--- config.mk ---
export PLATFORM = sky130hd
export DESIGN_NAME = seg7_scan_driver
export DESIGN_NICKNAME = d
export VERILOG_FILES = /design/src/rtl/seg7_scan_driver.sv
export SDC_FILE = /design/constraint.sdc
export NUM_CORES = 1
export LEC_CHECK = 0
export BUFFER_PORTS_ARGS = -buffer_cell sky130_fd_sc_hd__buf_2
export CAP_MARGIN = 10
export CORE_MARGIN = 2
export CORE_UTILIZATION = 25
export DETAILED_ROUTE_END_ITERATION = 12
export HOLD_SLACK_MARGIN = 0.12
export PLACE_DENSITY = 0.52
export RECOVER_POWER = 100
export SETUP_SLACK_MARGIN = 0.02
export SLEW_MARGIN = 20
export SYNTH_ARGS = -nofsm -noshare
export SYNTH_HDL_FRONTEND = slang
export SYNTH_SLANG_ARGS = --single-unit
--- constraint.sdc ---
create_clock -name clk -period 2.84 [get_ports clk]
set_input_delay 0.568 -clock clk [delete_from_list [all_inputs] [get_ports clk]]
set_output_delay 0.568 -clock clk [all_outputs]
set_load 0.01 [all_outputs]
--- src/rtl/seg7_scan_driver.sv ---
// seg7_scan_driver
// Time-multiplexed driver for an eight-digit, common-anode seven-segment
// display. A prescaler sets how long each digit stays lit. A digit index
// walks across the eight digits. A shadow copy of the display word is
// reloaded only at the end of a full scan, so a frame never shows a mix of
// old and new data. Leading-zero blanking is optional. All outputs are
// registered and active-low.

module seg7_scan_driver #(
    parameter int REFRESH_DIV = 100000,
    parameter bit BLANK_LZ    = 1'b1
) (
    input  logic        clk,
    input  logic        reset,
    input  logic [31:0] display_data,
    output logic [7:0]  an,
    output logic [6:0]  seg,
    output logic        dp,
    output logic        frame_tick
);

    // The prescaler is exactly ceil(log2(REFRESH_DIV)) bits wide.
    localparam int              CNT_W   = (REFRESH_DIV > 2) ? $clog2(REFRESH_DIV) : 1;
    localparam logic [CNT_W-1:0] CNT_MAX = CNT_W'(REFRESH_DIV - 1);

    // Hex nibble to {g,f,e,d,c,b,a} cathode pattern (active low)
    function automatic logic [6:0] hex_to_seg(input logic [3:0] nib);
        logic [6:0] pat;
        case (nib)
            4'h0:    pat = 7'b1000000;
            4'h1:    pat = 7'b1111001;
            4'h2:    pat = 7'b0100100;
            4'h3:    pat = 7'b0110000;
            4'h4:    pat = 7'b0011001;
            4'h5:    pat = 7'b0010010;
            4'h6:    pat = 7'b0000010;
            4'h7:    pat = 7'b1111000;
            4'h8:    pat = 7'b0000000;
            4'h9:    pat = 7'b0010000;
            4'hA:    pat = 7'b0001000;
            4'hB:    pat = 7'b0000011;
            4'hC:    pat = 7'b1000110;
            4'hD:    pat = 7'b0100001;
            4'hE:    pat = 7'b0000110;
            4'hF:    pat = 7'b0001110;
            default: pat = 7'b1111111;
        endcase
        return pat;
    endfunction

    // True when every nibble from the selected digit upward is zero
    function automatic logic upper_zero(input logic [31:0] word, input logic [2:0] digit);
        logic [31:0] upper;
        upper = word >> {digit, 2'b00};
        return (upper == 32'd0);
    endfunction

    logic [CNT_W-1:0] cnt_r;
    logic [2:0]       idx_r;
    logic [31:0]      shadow_r;
    logic [7:0]       an_r;
    logic [6:0]       seg_r;
    logic             dp_r;
    logic             frame_tick_r;

    logic [CNT_W-1:0] cnt_next_s;
    logic [2:0]       idx_next_s;
    logic             last_s;
    logic             frame_end_s;
    logic [3:0]       nibble_s;
    logic             blank_s;
    logic [7:0]       an_next_s;
    logic [6:0]       seg_next_s;

    // Prescaler wrap, digit advance and frame boundary detection
    always_comb begin
        cnt_next_s  = cnt_r;
        idx_next_s  = idx_r;
        last_s      = (cnt_r == CNT_MAX);
        frame_end_s = last_s && (idx_r == 3'd7);
        if (last_s) begin
            cnt_next_s = {CNT_W{1'b0}};
            idx_next_s = idx_r + 3'd1;
        end else begin
            cnt_next_s = cnt_r + CNT_W'(1);
            idx_next_s = idx_r;
        end
    end

    // Next anode/cathode pattern from the current digit and shadow word
    always_comb begin
        nibble_s   = shadow_r[{idx_r, 2'b00} +: 4];
        blank_s    = 1'b0;
        an_next_s  = 8'hFF;
        seg_next_s = 7'h7F;
        if (BLANK_LZ && (idx_r != 3'd0) && upper_zero(shadow_r, idx_r)) begin
            blank_s = 1'b1;
        end else begin
            blank_s = 1'b0;
        end
        if (blank_s) begin
            an_next_s  = 8'hFF;
            seg_next_s = 7'h7F;
        end else begin
            an_next_s  = ~(8'd1 << idx_r);
            seg_next_s = hex_to_seg(nibble_s);
        end
    end

    // Scan state, shadow reload and registered outputs
    always_ff @(posedge clk or posedge reset) begin
        if (reset) begin
            cnt_r        <= {CNT_W{1'b0}};
            idx_r        <= 3'd0;
            shadow_r     <= 32'd0;
            an_r         <= 8'hFF;
            seg_r        <= 7'h7F;
            dp_r         <= 1'b1;
            frame_tick_r <= 1'b0;
        end else begin
            cnt_r        <= cnt_next_s;
            idx_r        <= idx_next_s;
            an_r         <= an_next_s;
            seg_r        <= seg_next_s;
            dp_r         <= 1'b1;
            frame_tick_r <= frame_end_s;
            if (frame_end_s) begin
                shadow_r <= display_data;
            end else begin
                shadow_r <= shadow_r;
            end
        end
    end

    assign an         = an_r;
    assign seg        = seg_r;
    assign dp         = dp_r;
    assign frame_tick = frame_tick_r;

endmodule

; After elaboration in Yosys (flattened, before gate mapping)
; Memory sizes are Yosys's and may differ from the RTL's.
; Cells that the tools add are included.
[op_classes]
n_addsub = 2
eq_ne = 2
n_shift = 3
muxes = 4
bitwise = 1
n_reduce_logical = 4
[op_table]
columns = cell, n
row1 = logical NOT 32 bit, 1
row2 = variable part select 32 x 6 -> 4 bit, 1
row3 = right shift 32 x 5 -> 32 bit, 1
row4 = "adder 17 x 1 -> 17 bit, second input constant", 1
row5 = "== test 17 bit, second input constant", 1
row6 = two-way mux 17 bit, 1
row7 = two-way mux 8 bit, 1
row8 = NOT 8 bit, 1
row9 = "left shift 1 x 3 -> 8 bit, first input constant", 1
row10 = two-way mux 7 bit, 1
row11 = "adder 3 x 1 -> 3 bit, second input constant", 1
row12 = "== test 3 bit, second input constant", 1
row13 = nonzero test 3 bit, 1
row14 = logical AND 1 bit, 2
row15 = two-way mux 1 bit, 1
[word_totals]
ff_bits = 68
rom_bits = 112
input_bits = 34
n_memories = 1
[memory_table]
columns = memory, depth, word_bits, read_ports, rd_clocked_by_memory_dff, wr, line
row1 = (no name shown), 16, 7, 1, 0, 0, 29  ; case (nib)

; Logic depth before layout (Yosys ltp)
; Gate-level depths: netlist of the first run.
[depth]
ltp_word = 5
mapped_depth = 11
ltp_nobuf = 8

; Worst setup path after synthesis of the first run
; Ideal clock, no wire load.
[synth_path]
kind = register to register
start = reg idx_r[1]
end = reg an_r[1], in the netlist an[1]
setup_time_ns = 0.075
arrival_ns = 2.883
required_ns = 2.765
slack_ns = -0.118
stages_incl_launch_ff = 12
path_buffers = 4
path_cell_list = dfrtp_1 -> buf_2 -> buf_4 -> buf_2 -> mux4_2 -> mux2i_1 -> ha_1 -> o21ai_0 -> a2111oi_0 -> o211ai_1 -> buf_2 -> o211ai_2
[synth_via]
elab_chain_len = 5
word_cells_on_any_way = 8
classes_between = shift: 2 / mux: 2 / bitwise: 1 / reduce/logical: 3
[synth_rtl]
columns = item, line
row1 = start: declaration, 59  ; logic [2:0] idx_r;
row2 = start signal: assignment, 122  ; idx_r <= idx_next_s;
row3 = right shift 32 x 5 -> 32 bit, 54  ; upper = word >> {digit, 2'b00};
row4 = logical NOT 32 bit, 55  ; return (upper == 32'd0);
row5 = logical AND 1 bit, 96  ; if (BLANK_LZ && (idx_r != 3'd0) && upper_zero(shadow_r, idx_r)) begin
row6 = two-way mux 1 bit, 96
row7 = two-way mux 8 bit (*), 101  ; if (blank_s) begin
row8 = named net an_next_s[1], 72  ; logic [7:0] an_next_s;
row9 = end signal: assignment, 123  ; an_r <= an_next_s;
row10 = end: declaration, 61  ; logic [7:0] an_r;
; Mark *: on every way through the listed nets, which the timed path passes. The rest lies on a longest branch.
; A chain may end at the register's enable or synchronous reset.

; Final worst setup path of the first run
[layout_path]
start = reg idx_r[0]
end = reg an_r[7], in the netlist an[7]
; The elaborated chain is that of the path after synthesis.

==> flow_results.xml, run 1 <==
<?xml version="1.0" encoding="UTF-8"?>
<metrics>
  <group name="outcome">
    <metric name="run_status" unit="">finished clean</metric>
  </group>
  <group name="cts">
    <metric name="root_cell_of_the_clock_tree" unit="">sky130_fd_sc_hd__clkbuf_16</metric>
    <metric name="clk-insertion-delay-late" unit="ns">0.34</metric>
    <metric name="hold_buffers" unit="">0</metric>
    <metric name="cts-resized-gates" unit="">0</metric>
    <metric name="clkTransAtPathRegs" unit="ns">0.06</metric>
    <metric name="cts_setup_buffers" unit="">0</metric>
    <metric name="clock_path_buffers" unit="">2</metric>
    <metric name="cts_tree" unit="">done</metric>
    <metric name="clock_tree.htree_level_count" unit="">3</metric>
    <metric name="cts.sink_count" unit="">68</metric>
    <metric name="numCtsBuffers" unit="">9</metric>
  </group>
  <group name="setup_path">
    <metric name="critPathLaunchType" unit="">flop</metric>
    <metric name="cp_data_required_time" unit="ns">3.09</metric>
    <metric name="worstReg2RegStart" unit="">idx_r[0]</metric>
    <metric name="crit_type" unit="">flop to flop</metric>
    <metric name="worstSetupEndpointType" unit="">flop</metric>
    <metric name="reg2reg_setup_slack" unit="ns">0.23</metric>
    <metric name="reg2reg_depth" unit="">8</metric>
    <metric name="regToRegEndpoint" unit="">an[7]</metric>
    <metric name="cp-startpoint" unit="">idx_r[0]</metric>
    <metric name="worst_ep_arrival_time" unit="ns">2.86</metric>
    <metric name="worstSetupEndpoint" unit="">an[7]</metric>
    <metric name="crit_path_max_fanout" unit="">10</metric>
  </group>
  <group name="timing">
    <metric name="period_minus_slack" unit="ns">2.614</metric>
    <metric name="timing.fmax" unit="MHz">382.5</metric>
    <metric name="unrepaired_setup_endpoints_after_global_routing" unit="">false</metric>
    <metric name="transition_time_at_the_pin_with_the_least_slew_margin" unit="ns">1.297</metric>
    <metric name="finalMaxSlewViolations" unit="">0</metric>
    <metric name="fin_crit_share" unit="%">92.05</metric>
    <metric name="fin_setup_tns" unit="ns">0</metric>
    <metric name="worst_hold_slack" unit="ns">0.4470</metric>
    <metric name="fin_skew" unit="ns">0.008249</metric>
    <metric name="timing.max_slew.rel_slack" unit="%">13.42</metric>
    <metric name="fin_ws" unit="ns">0.2259</metric>
    <metric name="timing_hold_violations_final" unit="">0</metric>
    <metric name="setup_viol" unit="">0</metric>
  </group>
  <group name="drt">
    <metric name="post_drt_via_cell_ratio" unit="">4.700</metric>
    <metric name="antenna_left" unit="">0</metric>
    <metric name="routed_wirelength" unit="mm">8.945</metric>
    <metric name="detailedRoute.firstIterationViolations" unit="">166</metric>
    <metric name="remaining_drc_errors" unit="">0</metric>
    <metric name="routed_wl_per_cell" unit="um">16.47</metric>
    <metric name="detailroute.via_count" unit="">2552</metric>
    <metric name="drt_pre_antenna_iters" unit="">4</metric>
  </group>
  <group name="placement">
    <metric name="gp_congestion" unit="">0.8783</metric>
    <metric name="placement.io_buffers" unit="">49</metric>
    <metric name="placedCellCount" unit="">527</metric>
    <metric name="placedInstanceArea" unit="um2">4194</metric>
    <metric name="place_ws" unit="ns">0.1055</metric>
    <metric name="detailed_place_hpwl" unit="mm">6.579</metric>
  </group>
  <group name="pwr">
    <metric name="power.static_leakage" unit="nW">1.962</metric>
    <metric name="vdd.ir_drop.worst" unit="mV">0.2831</metric>
    <metric name="powerDensity" unit="nW/um2">510.8</metric>
    <metric name="total_power" unit="mW">2.229</metric>
  </group>
  <group name="die">
    <metric name="design.core.area" unit="um2">14640</metric>
    <metric name="die_span_in_y" unit="um">126.7</metric>
    <metric name="die-area" unit="um2">16050</metric>
    <metric name="fp-row-count" unit="">44</metric>
    <metric name="dieWidth" unit="um">126.7</metric>
    <metric name="num_io_pins" unit="">51</metric>
    <metric name="initial_core_utilization" unit="%">25.70</metric>
  </group>
  <group name="synth">
    <metric name="postSynth.topFlopCell" unit="">sky130_fd_sc_hd__dfrtp_1</metric>
    <metric name="netlist-cell-type-count" unit="">52</metric>
    <metric name="syn-cell-area" unit="um2">3764</metric>
    <metric name="syn_avg_cell_area" unit="um2">12.63</metric>
    <metric name="synth_cells" unit="">298</metric>
    <metric name="number_of_flops_mapped_to_enable_cells_by_yosys" unit="">0</metric>
    <metric name="synth.ff_latch_count" unit="">68</metric>
    <metric name="synth_sequential_area_ratio" unit="%">45.71</metric>
    <metric name="synthArstFlopShare" unit="%">100.0</metric>
    <metric name="synthesis.yosys.warnings" unit="">0</metric>
    <metric name="syn_nets" unit="">345</metric>
  </group>
  <group name="hold_path">
    <metric name="hp-start" unit="">display_data[0]</metric>
    <metric name="hold_crit_path_type" unit="">input port to flop</metric>
  </group>
  <group name="final_layout">
    <metric name="filler_cell_count" unit="">1550</metric>
    <metric name="fraction_of_final_layout_cells_sized_beyond_drive_strength_1" unit="%">27.86</metric>
    <metric name="finalNonFillerCells" unit="">543</metric>
    <metric name="flow.area_growth_from_synthesis" unit="%">15.96</metric>
    <metric name="final_stage_net_count" unit="">401</metric>
    <metric name="n_antenna_cell" unit="">0</metric>
    <metric name="share_of_the_core_filled_with_cells" unit="%">29.80</metric>
    <metric name="final_design_area_no_fill" unit="um2">4364</metric>
  </group>
  <group name="global_route">
    <metric name="initial_antenna_violation_count" unit="">0</metric>
    <metric name="grt_first_pass_wirelength" unit="mm">14.80</metric>
    <metric name="gr-usage-all-layers" unit="%">11.90</metric>
    <metric name="first_global_vias" unit="">2718</metric>
    <metric name="globalRouteOverflowTotal" unit="">0</metric>
    <metric name="grt_max_degree" unit="">35</metric>
  </group>
  <group name="run">
    <metric name="drv.max_cap_violation_count" unit="">0</metric>
  </group>
</metrics>
layer usage:
metal	GRT usage [%]	vias to the layer above	wire length (um)	share of wire, %
met1	16.44	1276	4526	51
met5	0	-	0	0
li1	-	1204	-	-
met2	17.58	59	3855	43
met3	3.332	13	374	4.2
met4	4.913	0	189	2.1
critical path, stage by stage (launching register included):
cell and delay (ns):
sky130_fd_sc_hd__dfrtp_2 0.43, sky130_fd_sc_hd__mux4_2 0.57, sky130_fd_sc_hd__mux2i_1 0.22, sky130_fd_sc_hd__ha_1 0.24
sky130_fd_sc_hd__o21ai_0 0.13, sky130_fd_sc_hd__a2111oi_0 0.37, sky130_fd_sc_hd__o211ai_1 0.16, sky130_fd_sc_hd__buf_4 0.23
sky130_fd_sc_hd__o21ai_0 0.17
synth_stat cells, types with 2 or more instances:
cell | count | share of area [%]
sky130_fd_sc_hd__dfstp_2 | 15 | 10
sky130_fd_sc_hd__nor3_1 | 9 | 1.2
sky130_fd_sc_hd__nor2_1 | 23 | 2.3
sky130_fd_sc_hd__and4_1 | 2 | 0.47
sky130_fd_sc_hd__nand2_1 | 13 | 1.3
sky130_fd_sc_hd__a21oi_1 | 8 | 1.1
sky130_fd_sc_hd__buf_12 | 3 | 1.6
sky130_fd_sc_hd__o21ai_1 | 7 | 0.93
sky130_fd_sc_hd__ha_1 | 13 | 4.3
sky130_fd_sc_hd__xor2_1 | 5 | 1.2
sky130_fd_sc_hd__nand4_1 | 4 | 0.66
sky130_fd_sc_hd__a22oi_1 | 6 | 1.2
sky130_fd_sc_hd__inv_2 | 2 | 0.20
sky130_fd_sc_hd__mux2_4 | 29 | 12
sky130_fd_sc_hd__nor4b_1 | 3 | 0.70
sky130_fd_sc_hd__buf_2 | 3 | 0.40
sky130_fd_sc_hd__xnor2_1 | 11 | 2.6
sky130_fd_sc_hd__buf_6 | 3 | 0.90
sky130_fd_sc_hd__mux4_2 | 8 | 4.8
sky130_fd_sc_hd__nor4_1 | 5 | 0.83
sky130_fd_sc_hd__inv_1 | 8 | 0.80
sky130_fd_sc_hd__dfrtp_1 | 53 | 35
sky130_fd_sc_hd__nor2b_1 | 4 | 0.66
sky130_fd_sc_hd__nand2b_1 | 2 | 0.33
sky130_fd_sc_hd__or2_2 | 2 | 0.33
sky130_fd_sc_hd__mux2i_1 | 9 | 2.4
sky130_fd_sc_hd__a2111oi_0 | 6 | 1.4
sky130_fd_sc_hd__nand3_1 | 6 | 0.80
sky130_fd_sc_hd__buf_4 | 5 | 1.0
sky130_fd_sc_hd__nor4_2 | 2 | 0.66
sky130_fd_sc_hd__o211ai_2 | 2 | 0.66
sky130_fd_sc_hd__mux2_2 | 4 | 1.2
sky130_fd_sc_hd__o21ai_0 | 4 | 0.53
how the worst min path moves through the flow:
stage          cells after the start           end  slack, ns
2_1_floorplan                      1      cnt_r[4]       0.45
3_3_place_gp                       1      cnt_r[4]       0.47
3_5_place_dp                       1      cnt_r[4]       0.48
4_1_cts                            2  shadow_r[13]       0.38
5_1_grt                            2  shadow_r[26]       0.44
6_report                           2   shadow_r[0]       0.45
cells in the final DEF, fill, tap and decap left out, types with 3 or more instances in the layout:
master / n
sky130_fd_sc_hd__mux2i_1: 8
sky130_fd_sc_hd__nor2_1: 23
sky130_fd_sc_hd__nor3_1: 9
sky130_fd_sc_hd__nand3_1: 6
sky130_fd_sc_hd__nor2b_1: 4
sky130_fd_sc_hd__ha_1: 13
sky130_fd_sc_hd__inv_1: 8
sky130_fd_sc_hd__o21ai_1: 6
sky130_fd_sc_hd__xor2_1: 5
sky130_fd_sc_hd__mux2_2: 4
sky130_fd_sc_hd__nand4_1: 4
sky130_fd_sc_hd__a22oi_1: 6
sky130_fd_sc_hd__mux4_2: 8
sky130_fd_sc_hd__nor4b_1: 3
sky130_fd_sc_hd__xnor2_1: 11
sky130_fd_sc_hd__clkbuf_16: 9
sky130_fd_sc_hd__a2111oi_0: 5
sky130_fd_sc_hd__buf_2: 33
sky130_fd_sc_hd__nor4_1: 6
sky130_fd_sc_hd__buf_4: 8
sky130_fd_sc_hd__clkbuf_1: 18
sky130_fd_sc_hd__o21ai_0: 5
sky130_fd_sc_hd__dfstp_2: 15
sky130_fd_sc_hd__dfrtp_1: 52
sky130_fd_sc_hd__nand2_1: 13
sky130_fd_sc_hd__mux2_1: 27
sky130_fd_sc_hd__a21oi_1: 8
power breakdown:
| part | leakage (nW) | switching, mW | internal [mW] |
|---|---|---|---|
| Combinational | 0.918 | 0.0265 | 0.0167 |
| Clock | 0.162 | 0.424 | 0.792 |
| Sequential | 0.881 | 0 | 0.970 |
layout make-up:
class | instances | area [um2] | share of cell area, %
clock buffer | 10 | 239.0 | 5.476
clock inverter | 6 | 87.58 | 2.007
inverter | 10 | 37.54 | 0.8601
multi-input combinational | 205 | 1744 | 39.97
sequential | 68 | 1722 | 39.45
tap | 184 | 230.2 | 5.275
timing repair buffer | 60 | 304.0 | 6.967
registers in the layout, summed over array words and instances, names as in the netlist:
name,cells
shadow_r,32
seg,7
frame_tick,1
cnt_r,17
idx_r,3
an,8
cells by family (layout without fill, tap and decap cells):
logic type / after synthesis / after routing / synth area share (%)
AND/OR/NAND/NOR: 81 / 81 / 11.54
flip-flops: 68 / 68 / 45.71
XOR/XNOR: 16 / 16 / 3.723
AO/OA/AOI/OAI: 42 / 42 / 8.711
multiplexers: 52 / 52 / 20.91
other: 1 / 1 / 0.09964
buffers and inverters: 25 / 86 / 4.987
adder cells (fa/ha/maj): 13 / 13 / 4.322
(Power assumes the default switching activity.)
==> run 2, diff against run 1 <==
--- a/config.mk
+++ b/config.mk
@@ -12,7 +12,7 @@
 export DETAILED_ROUTE_END_ITERATION = 12
 export HOLD_SLACK_MARGIN = 0.12
 export PLACE_DENSITY = 0.52
-export RECOVER_POWER = 100
+export RECOVER_POWER = 25
 export SETUP_SLACK_MARGIN = 0.02
 export SLEW_MARGIN = 20
 export SYNTH_ARGS = -nofsm -noshare
==> run 2 against run 1 <==
- register-to-register slack better by 0.02 ns
- first-iteration DRC count increased by 14%
- utilization rose by 1.1 points
- final cell count is the same
==> flow_results.xml, run 2 (synthesis gave the netlist of run 1 again) <==
<?xml version="1.0" encoding="UTF-8"?>
<metrics>
  <group name="outcome">
    <metric name="run_status" unit="">finished clean</metric>
  </group>
  <group name="final_layout">
    <metric name="filler_cell_count" unit="">1508</metric>
    <metric name="flow.area_growth_from_synthesis" unit="%">20.18</metric>
    <metric name="multiInputGateArea" unit="um2">1871</metric>
    <metric name="layout_commonest_cell" unit="">sky130_fd_sc_hd__dfrtp_1</metric>
    <metric name="share_of_the_core_filled_with_cells" unit="%">30.89</metric>
    <metric name="largest_register_ffs" unit="">32</metric>
    <metric name="fraction_of_final_layout_cells_sized_beyond_drive_strength_1" unit="%">41.78</metric>
    <metric name="n_antenna_cell" unit="">0</metric>
    <metric name="sequential_cell_area" unit="um2">1722</metric>
    <metric name="final_stage_net_count" unit="">401</metric>
    <metric name="layout_common_cells" unit="">sky130_fd_sc_hd__dfrtp_1 (52), sky130_fd_sc_hd__buf_2 (49), sky130_fd_sc_hd__mux2_4 (29)</metric>
    <metric name="largest_register" unit="">shadow_r</metric>
  </group>
  <group name="drt">
    <metric name="remaining_drc_errors" unit="">0</metric>
    <metric name="antenna_left" unit="">0</metric>
    <metric name="drt_pre_antenna_iters" unit="">4</metric>
    <metric name="detailedRoute.firstIterationViolations" unit="">189</metric>
    <metric name="post_drt_via_cell_ratio" unit="">4.694</metric>
    <metric name="routed_wirelength" unit="mm">8.898</metric>
    <metric name="detailroute.via_count" unit="">2549</metric>
    <metric name="routed_wl_per_cell" unit="um">16.39</metric>
  </group>
  <group name="timing">
    <metric name="timing.fmax" unit="MHz">384.8</metric>
    <metric name="timing_hold_violations_final" unit="">0</metric>
    <metric name="timing.max_slew.rel_slack" unit="%">11.89</metric>
    <metric name="unrepaired_setup_endpoints_after_global_routing" unit="">false</metric>
    <metric name="fin_ws" unit="ns">0.2410</metric>
    <metric name="transition_time_at_the_pin_with_the_least_slew_margin" unit="ns">1.320</metric>
    <metric name="fin_setup_tns" unit="ns">0</metric>
    <metric name="finalMaxSlewViolations" unit="">0</metric>
    <metric name="fin_skew" unit="ns">0.006407</metric>
    <metric name="setup_viol" unit="">0</metric>
    <metric name="fin_crit_share" unit="%">91.51</metric>
    <metric name="period_minus_slack" unit="ns">2.599</metric>
  </group>
  <group name="setup_path">
    <metric name="worstReg2RegStart" unit="">idx_r[0]</metric>
    <metric name="crit_path_max_incr_delay" unit="ns">0.58</metric>
    <metric name="cpLargestDelayFamily" unit="">compound AO/OA/AOI/OAI gates</metric>
    <metric name="worstSetupEndpointType" unit="">flop</metric>
    <metric name="ordered_cell_list_for_the_critical_path" unit="">mux4_2, mux2i_2, ha_1, o21ai_0, a2111oi_0, o211ai_1, buf_4, o21ai_1</metric>
    <metric name="critPathLaunchType" unit="">flop</metric>
    <metric name="cp-startpoint" unit="">idx_r[0]</metric>
    <metric name="cp_data_required_time" unit="ns">3.09</metric>
    <metric name="worst_ep_arrival_time" unit="ns">2.85</metric>
    <metric name="crit_path_max_fanout" unit="">10</metric>
    <metric name="cp_num_buf_inv" unit="">1</metric>
    <metric name="crit_type" unit="">flop to flop</metric>
    <metric name="slowest_stage_cell_on_the_critical_path" unit="">sky130_fd_sc_hd__mux4_2</metric>
  </group>
  <group name="die">
    <metric name="initial_core_utilization" unit="%">25.70</metric>
    <metric name="design.core.area" unit="um2">14640</metric>
    <metric name="fp-row-count" unit="">44</metric>
    <metric name="dieWidth" unit="um">126.7</metric>
    <metric name="die_span_in_y" unit="um">126.7</metric>
    <metric name="num_io_pins" unit="">51</metric>
    <metric name="die-area" unit="um2">16050</metric>
  </group>
  <group name="hold_path">
    <metric name="hold_crit_path_type" unit="">input port to flop</metric>
    <metric name="hp-start" unit="">display_data[4]</metric>
  </group>
  <group name="run">
    <metric name="drv.max_cap_violation_count" unit="">0</metric>
  </group>
  <group name="global_route">
    <metric name="grt_first_pass_wirelength" unit="mm">14.80</metric>
    <metric name="first_global_vias" unit="">2718</metric>
    <metric name="gr-usage-all-layers" unit="%">11.90</metric>
    <metric name="globalRouteOverflowTotal" unit="">0</metric>
    <metric name="initial_antenna_violation_count" unit="">0</metric>
    <metric name="grt_max_degree" unit="">35</metric>
  </group>
  <group name="cts">
    <metric name="cts_setup_buffers" unit="">0</metric>
    <metric name="cts.sink_count" unit="">68</metric>
    <metric name="cts_tree" unit="">done</metric>
    <metric name="numCtsBuffers" unit="">9</metric>
    <metric name="clock_path_buffers" unit="">2</metric>
    <metric name="clock_tree.htree_level_count" unit="">3</metric>
    <metric name="root_cell_of_the_clock_tree" unit="">sky130_fd_sc_hd__clkbuf_16</metric>
    <metric name="clkTransAtPathRegs" unit="ns">0.06</metric>
    <metric name="clk-insertion-delay-late" unit="ns">0.34</metric>
  </group>
  <group name="pwr">
    <metric name="total_power" unit="mW">2.235</metric>
    <metric name="power.static_leakage" unit="nW">1.999</metric>
    <metric name="vdd.ir_drop.worst" unit="mV">0.2827</metric>
    <metric name="powerDensity" unit="nW/um2">494.1</metric>
  </group>
  <group name="placement">
    <metric name="detailed_place_hpwl" unit="mm">6.579</metric>
    <metric name="placement.io_buffers" unit="">49</metric>
    <metric name="gp_congestion" unit="">0.8783</metric>
    <metric name="place_ws" unit="ns">0.1055</metric>
  </group>
</metrics>
## run 2: worst reg2reg max path: cells and delay by family (launching register included)
kind | cells | cell delay, ns
mux | 2 | 0.78
compound gates | 4 | 0.84
fa+ha+maj | 1 | 0.23
buf+inv | 1 | 0.23
flops | 1 | 0.43
## run 2: final timing paths
check / endpoint / slack [ns] / cells after the start
hold / removal: shadow_r[4] / 0.46 / 2
setup reg to reg: seg[3] / 0.24 / 8
min in group asynchronous: shadow_r[26] / 0.59 / 2
setup / recovery: seg[3] / 0.24 / 8
hold reg to reg: cnt_r[4] / 0.48 / 1
max in group asynchronous: cnt_r[11] / 0.80 / 3
## run 2: layout make-up
type | instances | area share, %
flip-flops and latches | 68 | 38.06
well taps | 184 | 5.090
clock buffers | 10 | 5.284
inverters | 10 | 0.8299
multi-input cells | 205 | 41.36
repair buffers | 60 | 7.441
clock inverters | 6 | 1.936
## run 2: metrics by stage
stage               cell area [um2]  std cells  hold WS [ns]
floorplan                      3772        298        0.4461
global placement               4194        527        0.4656
detailed placement             4194        527        0.4809
CTS                            4521        543        0.3760
global route                   4523        543        0.4510
finish                         4523        543        0.4609
## run 2: power by group
part / switching, mW / internal (mW)
Sequential: 0 / 0.970
Clock: 0.427 / 0.792
Combinational: 0.0274 / 0.0179
## run 2: repair_timing
action / in CTS / in global routing
setup endpoints to repair: 0 / 11
hold buffers: 0 / 0
resized for setup: 0 / 2
## run 2: routing by layer
metal | wire [um] | global-route usage (%) | vias up
met3 | 479 | 3.332 | 13
met1 | 4271 | 16.44 | 1262
li1 | - | - | 1200
met5 | 0 | 0 | -
met4 | 185 | 4.913 | 0
met2 | 3961 | 17.58 | 74
==> run 3, diff against run 2 <==
--- a/config.mk
+++ b/config.mk
@@ -8,10 +8,11 @@
 export BUFFER_PORTS_ARGS = -buffer_cell sky130_fd_sc_hd__buf_2
 export CAP_MARGIN = 10
 export CORE_MARGIN = 2
-export CORE_UTILIZATION = 25
+export CORE_UTILIZATION = 52
 export DETAILED_ROUTE_END_ITERATION = 12
 export HOLD_SLACK_MARGIN = 0.12
-export PLACE_DENSITY = 0.52
+export MAX_ROUTING_LAYER = met4
+export PLACE_DENSITY = 0.85
 export RECOVER_POWER = 25
 export SETUP_SLACK_MARGIN = 0.02
 export SLEW_MARGIN = 20
==> run 3 against run 2 <==
- sequential share of layout area is 2.2 points higher
- total power is 20% lower
- clock-buffer cell count is 3 higher
- flip-flop and latch count stayed put
- global-route usage is 11 points higher
- sequential power hardly changed
- routed wire length is 11% lower
- critical endpoint is now an[1]
==> flow_results.xml, run 3 (synthesis gave the netlist of run 1 again) <==
<?xml version="1.0" encoding="UTF-8"?>
<metrics>
  <group name="outcome">
    <metric name="run_status" unit="">finished clean</metric>
  </group>
  <group name="pwr">
    <metric name="powerDensity" unit="nW/um2">415.5</metric>
    <metric name="power_report.internal_total" unit="mW">1.411</metric>
    <metric name="p_clk_share" unit="%">43.0</metric>
    <metric name="share_seq_of_total_power" unit="%">54.6</metric>
    <metric name="vdd.ir_drop.worst" unit="mV">0.2154</metric>
    <metric name="power.switching_fraction" unit="%">20.57</metric>
    <metric name="power.switching" unit="mW">0.3655</metric>
    <metric name="comb_power_share" unit="%">2.4</metric>
    <metric name="power.static_leakage" unit="nW">1.933</metric>
  </group>
  <group name="setup_path">
    <metric name="critPathLaunchType" unit="">flop</metric>
    <metric name="crit_path_max_incr_delay" unit="ns">0.62</metric>
    <metric name="worstSetupEndpointType" unit="">flop</metric>
    <metric name="worst_ep_arrival_time" unit="ns">2.97</metric>
    <metric name="crit_type" unit="">flop to flop</metric>
    <metric name="slowest_stage_cell_on_the_critical_path" unit="">sky130_fd_sc_hd__dfrtp_1</metric>
    <metric name="crit_path_max_fanout" unit="">12</metric>
    <metric name="cp_data_required_time" unit="ns">3.10</metric>
    <metric name="ordered_cell_list_for_the_critical_path" unit="">mux4_2, mux2i_2, ha_1, o21ai_0, a2111oi_1, o211ai_1, buf_4, o211ai_2</metric>
  </group>
  <group name="placement">
    <metric name="gp_congestion" unit="">0.9497</metric>
    <metric name="detailed_place_hpwl" unit="mm">5.791</metric>
    <metric name="placement.io_buffers" unit="">49</metric>
    <metric name="placedCellCount" unit="">442</metric>
  </group>
  <group name="die">
    <metric name="die_span_in_y" unit="um">89.08</metric>
    <metric name="fp-row-count" unit="">31</metric>
    <metric name="initial_core_utilization" unit="%">52.73</metric>
    <metric name="design.core.area" unit="um2">7137</metric>
    <metric name="num_io_pins" unit="">51</metric>
    <metric name="die-area" unit="um2">7934</metric>
    <metric name="dieWidth" unit="um">89.08</metric>
  </group>
  <group name="final_layout">
    <metric name="largest_register" unit="">shadow_r</metric>
    <metric name="n_antenna_cell" unit="">0</metric>
    <metric name="filler_cell_count" unit="">617</metric>
    <metric name="fraction_of_final_layout_cells_sized_beyond_drive_strength_1" unit="%">41.06</metric>
    <metric name="final_stage_net_count" unit="">401</metric>
    <metric name="layout_common_cells" unit="">sky130_fd_sc_hd__dfrtp_1 (52), sky130_fd_sc_hd__buf_2 (49), sky130_fd_sc_hd__mux2_4 (29)</metric>
    <metric name="largest_register_ffs" unit="">32</metric>
    <metric name="flow.area_growth_from_synthesis" unit="%">13.63</metric>
    <metric name="layout_commonest_cell" unit="">sky130_fd_sc_hd__dfrtp_1</metric>
    <metric name="finalNonFillerCells" unit="">457</metric>
  </group>
  <group name="cts">
    <metric name="cts_setup_buffers" unit="">0</metric>
    <metric name="clock_path_buffers" unit="">2</metric>
    <metric name="hold_buffers" unit="">0</metric>
    <metric name="root_cell_of_the_clock_tree" unit="">sky130_fd_sc_hd__clkbuf_8</metric>
    <metric name="clock_tree.htree_level_count" unit="">3</metric>
    <metric name="clk-insertion-delay-late" unit="ns">0.34</metric>
    <metric name="clkTransAtPathRegs" unit="ns">0.07</metric>
    <metric name="cts.sink_count" unit="">68</metric>
    <metric name="numCtsBuffers" unit="">9</metric>
    <metric name="cts_tree" unit="">done</metric>
  </group>
  <group name="timing">
    <metric name="finalMaxSlewViolations" unit="">0</metric>
    <metric name="period_minus_slack" unit="ns">2.704</metric>
    <metric name="timing_hold_violations_final" unit="">0</metric>
    <metric name="timing.max_slew.rel_slack" unit="%">18.26</metric>
    <metric name="unrepaired_setup_endpoints_after_global_routing" unit="">false</metric>
    <metric name="timing.fmax" unit="MHz">369.8</metric>
    <metric name="fin_crit_share" unit="%">95.23</metric>
    <metric name="fin_setup_tns" unit="ns">0</metric>
    <metric name="fin_skew" unit="ns">0.01088</metric>
    <metric name="setup_viol" unit="">0</metric>
    <metric name="transition_time_at_the_pin_with_the_least_slew_margin" unit="ns">1.225</metric>
  </group>
  <group name="global_route">
    <metric name="globalRouteOverflowTotal" unit="">0</metric>
    <metric name="grt_first_pass_wirelength" unit="mm">12.94</metric>
    <metric name="gr-usage-all-layers" unit="%">22.55</metric>
    <metric name="grt_max_degree" unit="">36</metric>
    <metric name="first_global_vias" unit="">2592</metric>
    <metric name="initial_antenna_violation_count" unit="">0</metric>
  </group>
  <group name="drt">
    <metric name="wirelength_met1" unit="mm">3.355</metric>
    <metric name="drt_pre_antenna_iters" unit="">4</metric>
    <metric name="detailroute.via_count" unit="">2592</metric>
    <metric name="antenna_left" unit="">0</metric>
    <metric name="highest_layer" unit="">met4</metric>
    <metric name="wl_met3" unit="um">484</metric>
    <metric name="detailedRoute.firstIterationViolations" unit="">152</metric>
    <metric name="remaining_drc_errors" unit="">0</metric>
    <metric name="met2RoutedLength" unit="mm">3.830</metric>
    <metric name="post_drt_via_cell_ratio" unit="">5.672</metric>
    <metric name="routed_wirelength" unit="mm">7.883</metric>
    <metric name="routed_wl_per_cell" unit="um">17.25</metric>
  </group>
  <group name="hold_path">
    <metric name="hold_crit_path_type" unit="">input port to flop</metric>
  </group>
  <group name="run">
    <metric name="drv.max_cap_violation_count" unit="">0</metric>
  </group>
</metrics>
run 3: changes by cell type in the layout (fill, tap and decap cells not counted):
| cell | before | now |
|---|---|---|
| sky130_fd_sc_hd__clkbuf_16 | 9 | 0 |
| sky130_fd_sc_hd__clkbuf_8 | 1 | 10 |
| sky130_fd_sc_hd__clkbuf_1 | 1 | 3 |
| sky130_fd_sc_hd__clkinv_4 | 2 | 0 |
| sky130_fd_sc_hd__a2111oi_0 | 5 | 4 |
| sky130_fd_sc_hd__a2111oi_1 | 0 | 1 |
| sky130_fd_sc_hd__bufinv_16 | 2 | 1 |
| sky130_fd_sc_hd__clkbuf_2 | 0 | 1 |
| sky130_fd_sc_hd__clkinv_2 | 2 | 1 |
run 3: final timing paths:
| check | from | endpoint | slack, ns | depth (start not counted) |
|---|---|---|---|---|
| min | display_data[8] | shadow_r[8] | 0.45 | 2 |
| min reg2reg | cnt_r[4] | cnt_r[4] | 0.49 | 1 |
| min in group asynchronous | reset | cnt_r[12] | 0.55 | 2 |
| max in group asynchronous | reset | shadow_r[10] | 0.85 | 3 |
| max | idx_r[1] | an[1] | 0.14 | 8 |
| max reg2reg | idx_r[1] | an[1] | 0.14 | 8 |
run 3: cell type report:
cell class,instances,area (um2),share of cell area (%)
clock buffer,13,148.9,3.482
clock inverter,2,35.03,0.8192
inverter,10,37.54,0.8777
multi-input combinational,205,1872,43.77
sequential,68,1722,40.26
tap,99,123.9,2.896
timing repair buffer,60,337.8,7.899
run 3: repair_timing:
| item | in CTS | in global routing |
|---|---|---|
| endpoints found under the hold margin | 0 | 0 |
| gates resized for setup | 0 | 3 |
| setup endpoints to repair | 0 | 11 |
run 3: critical path, delay by kind of cell, from the launching register on:
family | cells | cell delay [ns]
buf+inv | 1 | 0.23
mux | 2 | 0.64
compound gates | 4 | 0.92
fa+ha+maj | 1 | 0.23
flops | 1 | 0.62
run 3: power by group through the flow:
| stage | clock network [mW] | logic (mW) | registers (mW) |
|---|---|---|---|
| after CTS | 0.779 | 0.0478 | 0.969 |
| final | 0.765 | 0.0425 | 0.970 |
| after detailed placement | 0 | 0.0478 | 0.987 |
| after global placement | 0 | 0.0459 | 0.987 |
| after global routing | 0.826 | 0.0500 | 0.969 |
| after floorplan | 0 | 0.0165 | 0.987 |
run 3: per-layer routing:
layer  vias to the layer above  global-route usage [%]
met5                         -                       -
met4                         0                   10.04
met3                        22                   4.709
met2                        94                   34.33
met1                      1275                   29.27
li1                       1201                       -
run 3: per-stage QoR:
stage | hold WS, ns | power, mW | area [um2] | util, % | worst slack [ns]
4_1_cts | 0.3602 | 1.797 | 4284 | 60.03 | 0.06130
5_1_grt | 0.4500 | 1.844 | 4277 | 59.92 | 0.008530
3_5_place_dp | 0.4636 | 1.035 | 4100 | 57.45 | 0.07775
2_1_floorplan | 0.4461 | 1.003 | 3772 | - | 0.03670
3_3_place_gp | 0.4611 | 1.033 | 4100 | 57.45 | 0.2304
6_report | 0.4528 | 1.777 | 4277 | 59.92 | 0.1356
